[config.mk]
export PLATFORM = sky130hd
export DESIGN_NAME = booth_pp_accumulator_flat
export DESIGN_NICKNAME = d
export VERILOG_FILES = /design/src/rtl/booth_pp_accumulator_if.sv /design/src/rtl/booth_pp_accumulator.sv /design/src/flat_wrapper.sv
export SDC_FILE = /design/constraint.sdc
export NUM_CORES = 1
export LEC_CHECK = 0
export BUFFER_PORTS_ARGS = -buffer_cell sky130_fd_sc_hd__buf_2
export CELL_PAD_IN_SITES_DETAIL_PLACEMENT = 1
export CELL_PAD_IN_SITES_GLOBAL_PLACEMENT = 2
export CORE_MARGIN = 3
export CORE_UTILIZATION = 36
export CTS_BUF_LIST = sky130_fd_sc_hd__clkbuf_4 sky130_fd_sc_hd__clkbuf_8 sky130_fd_sc_hd__clkbuf_16
export DETAILED_ROUTE_END_ITERATION = 16
export GPL_ROUTABILITY_DRIVEN = 0
export PLACE_DENSITY_LB_ADDON = 0.1
export SLEW_MARGIN = 20
export SYNTH_ARGS = -nofsm -noshare
export SYNTH_HDL_FRONTEND = slang
export SYNTH_SLANG_ARGS = --single-unit
export TNS_END_PERCENT = 30
[constraint.sdc]
create_clock -name clk -period 3.3 [get_ports clk]
set_input_delay 0.66 -clock clk [delete_from_list [all_inputs] [get_ports clk]]
set_output_delay 0.66 -clock clk [all_outputs]
set_load 0.02 [all_outputs]
[src/rtl/booth_pp_accumulator_if.sv]
// Operand/result handshake bundle for booth_pp_accumulator.
// The addend field exists only when FMAC_ADDEND_EN is defined.
interface booth_pp_accumulator_if;
    logic        in_valid;
    logic        in_ready;
    logic [8:0]  pp0;
    logic [8:0]  pp1;
    logic [8:0]  pp2;
    logic [8:0]  pp3;
`ifdef FMAC_ADDEND_EN
    logic [15:0] addend;
`endif
    logic        out_valid;
    logic        out_ready;
    logic [15:0] result;
    logic        busy;

`ifdef FMAC_ADDEND_EN
    modport master (output in_valid, pp0, pp1, pp2, pp3, addend, out_ready,
                    input  in_ready, out_valid, result, busy);
    modport slave  (input  in_valid, pp0, pp1, pp2, pp3, addend, out_ready,
                    output in_ready, out_valid, result, busy);
`else
    modport master (output in_valid, pp0, pp1, pp2, pp3, out_ready,
                    input  in_ready, out_valid, result, busy);
    modport slave  (input  in_valid, pp0, pp1, pp2, pp3, out_ready,
                    output in_ready, out_valid, result, busy);
`endif
endinterface

[src/rtl/booth_pp_accumulator.sv]
// Sequential sum of four radix-4 Booth partial products (weight 4^i), one per cycle.
// Define FMAC_ADDEND_EN to seed the accumulator with a signed addend (fused multiply-add).
module booth_pp_accumulator (
    input  logic                   clk,
    input  logic                   rst,
    booth_pp_accumulator_if.slave  bus
);
    typedef enum logic [1:0] {
        IDLE  = 2'd0,
        ACCUM = 2'd1,
        DONE  = 2'd2
    } state_t;

    state_t      state_q, state_d;
    logic [1:0]  k_q, k_d;
    logic [15:0] acc_q, acc_d;
    logic [8:0]  pp_q  [4];
    logic [8:0]  pp_d  [4];
    logic [8:0]  pp_in [4];
    logic [15:0] term  [4];
    logic        accept;

    assign pp_in[0] = bus.pp0;
    assign pp_in[1] = bus.pp1;
    assign pp_in[2] = bus.pp2;
    assign pp_in[3] = bus.pp3;

    // Bit 8 is the sign; extend to 16 bits, then apply the 4^i weight.
    generate
        for (genvar gi = 0; gi < 4; gi++) begin : g_term
            assign term[gi] = {{7{pp_q[gi][8]}}, pp_q[gi]} << (2 * gi);
        end
    endgenerate

    assign bus.in_ready  = (state_q == IDLE);
    assign bus.out_valid = (state_q == DONE);
    assign bus.busy      = (state_q == ACCUM);
    assign bus.result    = acc_q;
    assign accept        = bus.in_valid && (state_q == IDLE);

    always_comb begin
        state_d = state_q;
        k_d     = k_q;
        acc_d   = acc_q;
        pp_d    = pp_q;
        case (state_q)
            IDLE: begin
                if (accept) begin
                    pp_d  = pp_in;
`ifdef FMAC_ADDEND_EN
                    acc_d = bus.addend;
`else
                    acc_d = 16'h0000;
`endif
                    k_d     = 2'd0;
                    state_d = ACCUM;
                end
            end
            ACCUM: begin
                acc_d = acc_q + term[k_q];
                k_d   = k_q + 2'd1;
                if (k_q == 2'd3) begin
                    state_d = DONE;
                end
            end
            DONE: begin
                if (bus.out_ready) begin
                    state_d = IDLE;
                end
            end
            default: state_d = IDLE;
        endcase
    end

    always_ff @(posedge clk or posedge rst) begin
        if (rst) begin
            state_q <= IDLE;
            k_q     <= 2'd0;
            acc_q   <= 16'h0000;
            for (int i = 0; i < 4; i++) begin
                pp_q[i] <= 9'h000;
            end
        end else begin
            state_q <= state_d;
            k_q     <= k_d;
            acc_q   <= acc_d;
            pp_q    <= pp_d;
        end
    end
endmodule

[src/flat_wrapper.sv]
// flat-port wrapper written by rule: the top's interface ports become plain ports
module booth_pp_accumulator_flat 
  (clk, rst, bus_in_valid, bus_pp0, bus_pp1, bus_pp2, bus_pp3, bus_out_ready, bus_in_ready, bus_out_valid, bus_result, bus_busy);
  booth_pp_accumulator_if bus_i ();
  input  logic clk;
  input  logic rst;
  input wire logic [$bits(bus_i.in_valid)-1:0] bus_in_valid;
  input wire logic [$bits(bus_i.pp0)-1:0] bus_pp0;
  input wire logic [$bits(bus_i.pp1)-1:0] bus_pp1;
  input wire logic [$bits(bus_i.pp2)-1:0] bus_pp2;
  input wire logic [$bits(bus_i.pp3)-1:0] bus_pp3;
  input wire logic [$bits(bus_i.out_ready)-1:0] bus_out_ready;
  output wire logic [$bits(bus_i.in_ready)-1:0] bus_in_ready;
  output wire logic [$bits(bus_i.out_valid)-1:0] bus_out_valid;
  output wire logic [$bits(bus_i.result)-1:0] bus_result;
  output wire logic [$bits(bus_i.busy)-1:0] bus_busy;
  assign bus_i.in_valid = bus_in_valid;
  assign bus_i.pp0 = bus_pp0;
  assign bus_i.pp1 = bus_pp1;
  assign bus_i.pp2 = bus_pp2;
  assign bus_i.pp3 = bus_pp3;
  assign bus_i.out_ready = bus_out_ready;
  assign bus_in_ready = bus_i.in_ready;
  assign bus_out_valid = bus_i.out_valid;
  assign bus_result = bus_i.result;
  assign bus_busy = bus_i.busy;
  booth_pp_accumulator u_core (.clk(clk), .rst(rst), .bus(bus_i));
endmodule
==> metrics.md, run 1 <==
| Metric | Value |
|---|---|
| H-Tree Depth | `2` |
| First-pass GRT wire length | `approximately 13 mm` |
| Leading area contributor after synthesis | `dfrtp_1` |
| FF-to-FF Start | `u_core.k_q[1]$_DFFE_PP0P_` |
| Register area | `roughly 0.0014 mm²` |
| CP Class | `reg -> reg` |
| Min Tclk post-route | `2.96 ns` |
| Period utilization | `0.897` |
| Synth async-reset ratio | `1.00` |
| WHS Endpoint | `u_core.pp_q[34]$_DFFE_PP0P_` |
| Filler cells | `~940` |
| DR WL/cell | `17.2 µm` |
| CTS tree | `yes` |
| Most frequent cells in the layout | `buf_2, dfrtp_1, mux2_2` |
| Via density | `5.37` |
| Hold wc startpoint | `u_core.pp_q[34]$_DFFE_PP0P_` |
| Hold Violations, Final | `0` |
| Final setup fails | `0` |
| Dpl cell area | `between 0.003 and 0.004 mm²` |
| Final instance area | `0.00369 mm²` |
| Primary FF master, synth | `dfrtp_1` |
| Fmax | `roughly 0.34 GHz` |
| DIE HEIGHT | `99.8 µm` |
| Worst skew pair latency | `0.31 ns` |
| Post-CTS Hold Fix Bufs | `0` |
| Pins Over Slew Limit | `0` |
| Synth cell types | `46` |
| Overall routing resource usage | `0.165` |
| Worst R2R Path Depth | `10` |
| Startpoint type of the worst setup path | `flop` |
| Seq/Total Area, Yosys | `0.442` |
| Detailed Routing Iterations Pass 1 | `4` |
| Die W | `approximately 100 µm` |
| DRT iter0 DRCs | `37` |
| Req. time, crit path | `~3.5 ns` |
| Clock skew | `0.00396 ns` |
| CTS root buf | `clkbuf_8` |
| Share of the synthesized area in the top cell type | `0.442` |
| Gr ovfl total | `0` |
| Post-CTS Setup Bufs | `0` |
| Yosys reg bits | `56` |
| PortBufs | `58` |
| Footprint of the multi-input gates | `0.00168 mm²` |
| Clock tree buffer depth | `2` |
| FF-to-FF setup slack | `0.34 ns` |
| Max_cap viols | `0` |
| Number of global-route vias before repair | `2527` |
| Hold WC Path Type | `reg -> reg` |
| Post-Syn Area | `roughly 0.0032 mm²` |
| Drt total wl | `7.66 mm` |
| Setup tns final | `0 ns` |
| EDFF count, synth | `0` |
| Layout cells sized above 1 | `0.361` |
| Yosys warns | `0` |
| Clock sink count | `56` |
| Die area | `0.00996 mm²` |
| Via count | `2396` |
| IO Count | `a little under 60` |
| Hold Path Depth | `1` |
| Synth Instances | `283` |
| Post-route ant nets | `0` |
| Worst Path Arrival | `3.17 ns` |
| Area growth syn-to-layout | `16.6%` |
| Hpwl dp | `5.75 mm` |
| Post-layout net count | `397` |
| Critical path fanouts, max | `11` |
| Setup crit end kind | `flop` |
| Rows | `33` |
| Initial antenna violation count | `0` |
| Status | `finished clean` |
| Post-synthesis area per instance | `11.2 µm²` |
| Tightest Pin Transition | `0.724 ns` |
| Initial core utilization | `0.378` |
| Final core occ | `0.441` |
| RSZ-0062 raised after global routing | `no` |
| Post-cts resize count | `0` |
| Reg clk slew, reported paths | `0.11 ns` |
| Residual DRC | `0` |
| Area contributors post-synth | `dfrtp_1, mux2_2, ha_1` |
| CTS Buf Count | `5` |
| Post-Syn Nets | `between 300 and 400` |
| Slew HR | `0.518` |
| Ant. Diodes | `0` |
| Largest net degree at the start of global routing | `57` |
| Most common cell after layout, fill and taps aside | `buf_2` |
| Placeable core area | `0.00838 mm²` |
| Worst R2R End | `u_core.bus.result[12]$_DFFE_PP0P_` |
[worst max-delay path: stages, from the launching register on]
cell and delay, ns:
dfrtp_1 0.53, nor2_1 0.24, and2_1 0.16, ha_1 0.19
inv_1 0.06, fa_1 0.39, and2b_4 0.28, o2111ai_4 0.16
a2111oi_2 0.44, o21ai_0 0.14, a32o_1 0.27
[stage by stage]
stage	setup slack [ns]	instances	hold slack, ns
2_1_floorplan	0.404	283	0.472
3_3_place_gp	0.419	438	0.489
3_5_place_dp	0.323	438	0.495
4_1_cts	0.299	446	0.521
5_1_grt	0.0408	446	0.530
6_report	0.338	446	0.514
[sequential cells by signal (all words and copies together) (netlist names)]
signal             flops
u_core.pp_q           36
u_core.bus.result     16
u_core.k_q             2
u_core.state_q         2
[cell usage after synthesis (3+ instances only)]
master,n
o22ai_1,7
o21ai_0,15
or3_1,3
mux4_2,5
nand2_1,30
a211oi_1,3
xnor2_1,3
a21o_1,5
mux2_2,36
o21bai_1,3
nor2b_1,4
inv_1,6
a21oi_1,18
dfrtp_1,56
nor2_1,9
a211o_1,3
o21a_1,3
mux2i_1,6
buf_2,8
ha_1,16
xor2_1,5
clkbuf_1,6
nand4_1,5
[layer usage]
| metal | share of wire | vias up | track usage |
|---|---|---|---|
| li1 | - | 1155 | - |
| met1 | 0.49 | 1184 | 0.233 |
| met2 | 0.45 | 50 | 0.258 |
| met3 | 0.040 | 7 | 0.0278 |
| met4 | 0.016 | 0 | 0.0515 |
| met5 | 0 | - | 0 |
[area by class of cell]
class	count	share of cell area
multi-input cells	206	0.454
flip-flops and latches	56	0.379
repair buffers	64	0.0908
well taps	105	0.0356
clock buffers	6	0.0224
clock inverters	2	0.0105
inverters	7	0.00711
[cell families (layout without fill, tap and decap cells)]
family / count (synthesis) / count (layout) / share of synthesized area
AOI/OAI and AO/OA: 73 / 73 / 0.165
adders and majority gates: 17 / 17 / 0.0695
xor gates and xnor gates: 8 / 8 / 0.0221
buffers and inverters: 21 / 79 / 0.0280
muxes: 47 / 47 / 0.182
DFF: 56 / 56 / 0.442
and+or+nand+nor: 61 / 61 / 0.0904
[worst max path at each step]
stage	startpoint	endpoint	slack (ns)	depth (start not counted)
floorplan	u_core.k_q[0]$_DFFE_PP0P_	u_core.bus.result[12]$_DFFE_PP0P_	0.40	12
global placement	u_core.k_q[1]$_DFFE_PP0P_	u_core.bus.result[12]$_DFFE_PP0P_	0.42	10
detailed placement	u_core.k_q[1]$_DFFE_PP0P_	u_core.bus.result[12]$_DFFE_PP0P_	0.32	10
CTS	u_core.k_q[1]$_DFFE_PP0P_	u_core.bus.result[12]$_DFFE_PP0P_	0.30	10
global route	u_core.k_q[1]$_DFFE_PP0P_	u_core.bus.result[12]$_DFFE_PP0P_	0.04	10
finish	u_core.k_q[1]$_DFFE_PP0P_	u_core.bus.result[12]$_DFFE_PP0P_	0.34	10
Power of run 1 is not shown: default switching activity piles up to over one toggle a cycle in this logic, so the estimate is an artifact.
==> inputs of run 2 (changes only) <==
- CORE_ASPECT_RATIO: default -> 0.9
==> run 2 against run 1 <==
Effect of this change: critical path depth is the same; sequential share of layout area fell by 0.064 points; global-route usage is 0.24 points higher; worst setup slack improved by 0.028 ns; flip-flop and latch count did not move; clock-buffer cell count unchanged; fmax increased by 0.94%; via count increased by 1.0%; first-iteration DRC count grew to 2.8 times the previous value; routed wire length grew 2.5%; non-clock buffer count unchanged; cell area up 0.17%; critical path type unchanged; critical endpoint unchanged.
==> metrics.md, run 2 (synthesized netlist as in run 1, its figures left out) <==
| Metric | Value |
|---|---|
| Dpl cell area | `0.00359 mm²` |
| Buf/Inv on CP | `2` |
| GRT met3 Usage | `0.0294` |
| Critical Path Stages | `10` |
| Largest net degree at the start of global routing | `48` |
| Post-CTS Setup Bufs | `0` |
| Placeable core area | `0.00830 mm²` |
| DRT iter0 DRCs | `103` |
| Post-cts resize count | `0` |
| GR Layer Usage met2 | `0.264` |
| Startpoint type of the worst setup path | `flop` |
| Final setup fails | `0` |
| RSZ-0062 raised after global routing | `no` |
| Pins Over Slew Limit | `0` |
| DIE HEIGHT | `~95 µm` |
| CTS tree | `yes` |
| Worst path cell trace | `buf_4, buf_4, nor2b_1, a211oi_1, a21oi_1, ha_1, a21oi_1, o21ai_0, or3_1, a32o_1` |
| Clock sink count | `56` |
| Post-route ant nets | `0` |
| CP Class | `reg -> reg` |
| Drt total wl | `7.86 mm` |
| Hold Violations, Final | `0` |
| Overall routing resource usage | `0.167` |
| Via count | `2420` |
| Setup tns final | `0 ns` |
| Max_cap viols | `0` |
| Post-CTS Hold Fix Bufs | `0` |
| Post-layout net count | `397` |
| Slew HR | `0.542` |
| Reg clk slew, reported paths | `between 0.1 and 0.15 ns` |
| CTS Buf Count | `5` |
| Most frequent cells in the layout | `buf_2, dfrtp_1, mux2_2` |
| Busiest layer in global routing | `met2` |
| Initial core utilization | `0.382` |
| Worst skew pair latency | `slightly above 0.3 ns` |
| Via density | `5.31` |
| Top reg by flops | `u_core.pp_q` |
| Area growth syn-to-layout | `16.8%` |
| Residual DRC | `0` |
| H-Tree Depth | `2` |
| Number of global-route vias before repair | `2595` |
| Detailed Routing Iterations Pass 1 | `4` |
| FF-to-FF Start | `u_core.k_q[0]$_DFFE_PP0P_` |
| First-pass GRT wire length | `about 13 mm` |
| Die W | `roughly 100 µm` |
| Status | `finished clean` |
| Final instance area | `0.00370 mm²` |
| Crit-path slowest cell | `dfrtp_1` |
| Critical path fanouts, max | `10` |
| Worst Setup SP | `u_core.k_q[0]$_DFFE_PP0P_` |
| Hold WC Path Type | `in -> async` |
| Worst Path Arrival | `3.15 ns` |
| Req. time, crit path | `3.51 ns` |
| IO Count | `roughly 60` |
| Clock skew | `0.00912 ns` |
| Ant. Diodes | `0` |
| Worst R2R Path Depth | `10` |
| Rows | `31` |
| Initial antenna violation count | `0` |
| Period utilization | `0.889` |
| CP max stage delay | `0.45 ns` |
| Gr ovfl total | `0` |
| PortBufs | `58` |
| Max FFs per register | `36` |
| CTS root buf | `clkbuf_8` |
| Layout cells sized above 1 | `0.361` |
| Global Route met1 Usage | `0.239` |
| Worst path top cell family by delay | `compound AO/OA/AOI/OAI gates` |
| Die area | `~0.01 mm²` |
| DR WL/cell | `17.2 µm` |
| Min Tclk post-route | `2.93 ns` |
| Setup crit end kind | `flop` |
| Clock tree buffer depth | `2` |
| Most common cell after layout, fill and taps aside | `buf_2` |
| Tightest Pin Transition | `0.684 ns` |
| Fmax | `0.341 GHz` |
| Final core occ | `0.446` |
| Hpwl dp | `just under 6 mm` |
## run 2: cell types whose count changed in the layout (fill, tap and decap cells not counted)
cell / delta
inv_6: +1
clkbuf_8: -1
clkinv_4: -1
clkbuf_4: +1
## run 2: path summary, 6_finish.rpt
path | slack (ns) | endpoint
hold reg to reg | 0.52 | u_core.pp_q[1]$_DFFE_PP0P_
hold / removal | 0.37 | u_core.pp_q[30]$_DFFE_PP0P_
setup / recovery | 0.37 | u_core.bus.result[12]$_DFFE_PP0P_
setup reg to reg | 0.37 | u_core.bus.result[12]$_DFFE_PP0P_
min in group clk | 0.52 | u_core.pp_q[1]$_DFFE_PP0P_
max in group asynchronous | 2.07 | u_core.pp_q[35]$_DFFE_PP0P_
## run 2: stage by stage
| stage | hold slack (ns) | std cells | worst slack, ns |
|---|---|---|---|
| after global routing | 0.410 | 456 | 0.169 |
| after CTS | 0.382 | 456 | 0.387 |
| after detailed placement | 0.496 | 448 | 0.415 |
| after global placement | 0.486 | 448 | 0.498 |
| final | 0.372 | 456 | 0.366 |
| after floorplan | 0.472 | 283 | 0.404 |
## run 2: cell type report
| type | count | area [µm²] |
|---|---|---|
| fillers | 951 | 4600 |
| clock buffers | 6 | 76.3 |
| clock inverters | 2 | 38.8 |
| repair buffers | 64 | 335 |
| inverters | 7 | 26.3 |
| flip-flops and latches | 56 | 1400 |
| multi-input cells | 206 | 1680 |
| well taps | 115 | 144 |
## run 2: worst reg2reg max path, cell delays in order, from the launching register on
cell and delay (ns):
dfrtp_1 0.45, buf_4 0.24, buf_4 0.19, nor2b_1 0.05, a211oi_1 0.42, a21oi_1 0.14
ha_1 0.42, a21oi_1 0.21, o21ai_0 0.13, or3_1 0.33, a32o_1 0.25
## run 2: routing by layer
metal	vias to the layer above	routed length (µm)
met4	0	76
met2	44	3450
li1	1159	-
met3	7	235
met1	1210	4090
met5	-	0
Power of run 2 is left out for the same reason.
